[config.mk]
export PLATFORM = sky130hd
export DESIGN_NAME = jk_fsm_bank
export DESIGN_NICKNAME = d
export VERILOG_FILES = /design/src/rtl/jk_fsm_bank.sv
export SDC_FILE = /design/constraint.sdc
export NUM_CORES = 1
export LEC_CHECK = 0
export CAP_MARGIN = 20
export CORE_ASPECT_RATIO = 1.5
export CORE_MARGIN = 4
export CORE_UTILIZATION = 51
export CTS_CLUSTER_SIZE = 30
export DETAILED_ROUTE_END_ITERATION = 8
export PLACE_DENSITY = 0.81
export SETUP_SLACK_MARGIN = 0.3
export SYNTH_ARGS = -nofsm -noshare
export SYNTH_HDL_FRONTEND = slang
export SYNTH_SLANG_ARGS = --single-unit
[constraint.sdc]
create_clock -name clk -period 5.7 [get_ports clk]
set_input_delay 0.855 -clock clk [delete_from_list [all_inputs] [get_ports clk]]
set_output_delay 0.855 -clock clk [all_outputs]
set_load 0.02 [all_outputs]
[src/rtl/jk_fsm_bank.sv]
// rtl/jk_fsm_bank.sv - bank of independent OFF/ON J/K control FSMs with dwell lockout and transition count
module jk_fsm_bank #(
    parameter int CH       = 4,
    parameter int HOLD_W   = 4,
    parameter int MIN_HOLD = 3,
    parameter int CNT_W    = 8
) (
    input  logic             clk,
    input  logic             reset,
    input  logic             en,
    input  logic [1:0]       mode,
    input  logic [CH-1:0]    j,
    input  logic [CH-1:0]    k,
    input  logic             clr_cnt,
    output logic [CH-1:0]    out,
    output logic [CH-1:0]    rise,
    output logic [CH-1:0]    fall,
    output logic [CH-1:0]    locked,
    output logic [CNT_W-1:0] trans_cnt
);

    typedef enum logic {
        OFF = 1'b0,
        ON  = 1'b1
    } state_t;

    localparam logic [HOLD_W-1:0] HOLD    = HOLD_W'(MIN_HOLD);
    localparam logic [CNT_W-1:0]  CNT_MAX = '1;

    state_t            state      [CH];
    state_t            state_nxt  [CH];
    logic [HOLD_W-1:0] dwell      [CH];
    logic [HOLD_W-1:0] dwell_nxt  [CH];
    logic [CH-1:0]     want;
    logic [CH-1:0]     rise_nxt;
    logic [CH-1:0]     fall_nxt;
    logic [CNT_W-1:0]  cnt_nxt;

    always_ff @(posedge clk) begin
        if (!reset) begin
            for (int i = 0; i < CH; i++) begin
                state[i] <= OFF;
                dwell[i] <= '0;
            end
            rise      <= '0;
            fall      <= '0;
            trans_cnt <= '0;
        end else begin
            for (int i = 0; i < CH; i++) begin
                state[i] <= state_nxt[i];
                dwell[i] <= dwell_nxt[i];
            end
            rise      <= rise_nxt;
            fall      <= fall_nxt;
            trans_cnt <= cnt_nxt;
        end
    end

    always_comb begin
        want     = '0;
        rise_nxt = '0;
        fall_nxt = '0;
        cnt_nxt  = trans_cnt;
        for (int i = 0; i < CH; i++) begin
            state_nxt[i] = state[i];
            dwell_nxt[i] = dwell[i];
        end

        if (en) begin
            for (int i = 0; i < CH; i++) begin
                want[i] = (state[i] == ON);
                unique case (mode)
                    2'd0: begin
                        if (j[i] && k[i])
                            want[i] = (state[i] != ON);
                        else if (j[i])
                            want[i] = 1'b1;
                        else if (k[i])
                            want[i] = 1'b0;
                    end
                    2'd1: begin
                        if (j[i])
                            want[i] = 1'b1;
                        else if (k[i])
                            want[i] = 1'b0;
                    end
                    2'd2: begin
                        if (k[i])
                            want[i] = 1'b0;
                        else if (j[i])
                            want[i] = 1'b1;
                    end
                    default: ;
                endcase

                if (dwell[i] != '0) begin
                    dwell_nxt[i] = dwell[i] - 1'b1;
                end else if (want[i] != (state[i] == ON)) begin
                    state_nxt[i] = want[i] ? ON : OFF;
                    dwell_nxt[i] = HOLD;
                    rise_nxt[i]  = want[i];
                    fall_nxt[i]  = ~want[i];
                    // Incrementing one at a time saturates without a wider adder.
                    if (cnt_nxt != CNT_MAX)
                        cnt_nxt = cnt_nxt + 1'b1;
                end
            end
            if (clr_cnt)
                cnt_nxt = '0;
        end
    end

    always_comb begin
        for (int i = 0; i < CH; i++) begin
            out[i]    = (state[i] == ON);
            locked[i] = (dwell[i] != '0);
        end
    end

endmodule

==> flow_summary.ini <==
[timing]
finClkSkew_ns = 0.0107
timing.final.crit_period_ns = 5.16
finalSetupTns_ns = 0
finalSetupViolations = 0
tightest_slew_ns = 0.857
hold_slack_ns = 0.488
rsz0062_at_grt = false
fin_crit_sh = 0.904
hold_viol = 0
fmax_mhz = 194
maxSlewHeadroom = 0.423
final-max-slew-violation-count = 0

[run]
drv_cap = 0

[logic_synthesis]
synth-edff-count = 3
synth_top_area_frac = 0.227
synth_warnings = 0
synth_nets = 390
synth_seq_area_share = 0.258
async_flop_share = 0
synth_area_um2 = 2910
ys_seq_elements = 36
avgSynthCellArea_um2 = 7.89
synthFlopType = dfxtp_1
synth_area_leader_cell = dfxtp_1
synthCells = 368
synth_cell_type_count = 69
synth_area_leaders = dfxtp_1 23%, nor2_1 5.2%, nand2_1 4.7%

[clock_tree]
cts_max_level = 2
numCtsBuffers = 5
cts_max_path_buffers = 2
insertion_delay_ns = 0.30
tritoncts = yes
cts.sinks = 36
clkTransAtPathRegs_ns = 0.07
postCtsHoldBufs = 0
root_buffer = clkbuf_8

[cells_and_area]
final_cell_mix = 42 x buf_4, 39 x nor2_1, 36 x nand2_1, 33 x dfxtp_1, 33 x clkdlybuf4s50_1
final_common_cell = buf_4
nFillCells = 450
areaGrowthSynthToFinish_pct = 33.3
layout-drive-gt1-share = 0.233
layout.nets = 463
antenna_cells = 0

[setup_path]
r2r_slack_ns = 0.69
critPathMaxFanout = 5
start_kind = input pin
cp.required_ns = 5.89
end_kind = register
cp_data_arrival_time_ns = 5.35
path_class = input pin to register

[floorplan]
rows = 33
die_w_um = 69.6
fp.dieH_um = 100
io_pins = 38
start_util = 0.529
core-area_um2 = 5490
dieArea_um2 = 6990

[global_route]
grtUsageTotal = 0.246
grt_pass1_wl_um = 14000
antenna_found_initial = 0
grt-ovfl-total = 0
grt_max_degree = 18
first_global_vias = 3052

[detailed_routing]
drt_iter0_markers = 157
drtAntennaViolNets = 0
drc = 0
dr.pass1.iters = 5
wl_per_cell_um = 16.7
via_per_inst = 6.21
wirelength_um = 8550
vias = 3177

[placement]
port_buffers = 37
hpwl_um = 6530
gp_congestion = 0.930

[power]
finalPower_mw = 0.995
leakagePower_nw = 1.48
p_per_area_nw_per_um2 = 257
max-vdd-ir-drop_mv = 0.137

[status]
status = finished, final reports clean

[hold_path]
hp-class = register to register
flip-flops by register name (all words and copies together), names as in the netlist:
| signal | count |
|---|---|
| rise | 4 |
| dwell | 16 |
| fall | 4 |
| state | 4 |
| trans_cnt | 8 |
stage by stage:
stage	util	instance area, um2	instances	worst slack, ns
after floorplan	-	3020	368	0.199
after global placement	0.653	3590	487	0.0536
after detailed placement	0.653	3590	487	-0.154
after CTS	0.690	3790	506	0.367
after global routing	0.705	3870	512	0.313
final	0.705	3870	512	0.545
area by class of cell:
type	count	area, um2	share of cell area
flip-flops and latches	36	751	0.194
clock buffers	7	86.3	0.0223
well taps	70	87.6	0.0226
repair buffers	80	696	0.180
clock inverters	1	6.26	0.00161
inverters	19	71.3	0.0184
multi-input cells	299	2180	0.562
cells in the mapped netlist, drive strengths merged (6+ instances only):
master  instances
xnor2           8
a22o            7
a211oi          7
o21ai          20
xor2            6
ha              8
mux2            7
nor3           16
nand2          36
a21oi          24
a311oi          6
nand3          11
dfxtp          33
mux2i           8
buf             7
clkbuf          7
nor2           40
nand2b          6
or2             6
inv            19
nor4            8
final timing paths:
path                 from            to  cells after the start
max                  k[0]  trans_cnt[0]                     22
min           dwell[3][2]   dwell[3][2]                      2
max reg2reg  trans_cnt[0]  trans_cnt[0]                     22
min reg2reg   dwell[3][2]   dwell[3][2]                      2
power breakdown:
part / switching (mW) / total, mW / internal (mW)
Clock: 0.0914 / 0.190 / 0.0984
Combinational: 0.259 / 0.488 / 0.229
Sequential: 0.0322 / 0.317 / 0.285
Total: 0.383 / 0.995 / 0.612
critical path: stages:
cell	delay (ns)
dlygate4sd2_1	0.28
buf_4	0.16
nor4b_4	0.34
o41ai_4	0.14
nor2_4	0.16
mux2_4	0.34
ha_4	0.18
nand4b_1	0.13
a2bb2oi_2	0.10
a41oi_4	0.26
mux2_4	0.22
ha_4	0.14
inv_2	0.04
or4_4	0.43
o31ai_4	0.26
mux2_4	0.23
ha_4	0.14
o211ai_1	0.11
a31oi_2	0.31
a21oi_2	0.13
xor2_1	0.19
a22o_1	0.21
routing by layer:
layer  wire, um  GRT usage  vias to the layer above
met4        505      0.167                        0
met2       4400      0.452                      115
met5          0          0                        -
met3        366     0.0391                       41
li1           -          -                     1524
met1       3290      0.253                     1497
cell families after synthesis:
logic type,Yosys count,synth area share
AOI/OAI and AO/OA,102,0.259
xor gates and xnor gates,14,0.0422
adders and majority gates,8,0.0345
buffers and inverters,33,0.0534
DFF,36,0.258
muxes,15,0.0560
and+or+nand+nor,160,0.297
repair_timing:
action	4_1_cts	5_1_grt
setup buffers	11	6
resized for setup	8	13
endpoints found under the hold margin	0	0
pin swaps	15	11
setup endpoints to repair	6	8
(Power assumes the default switching activity.)
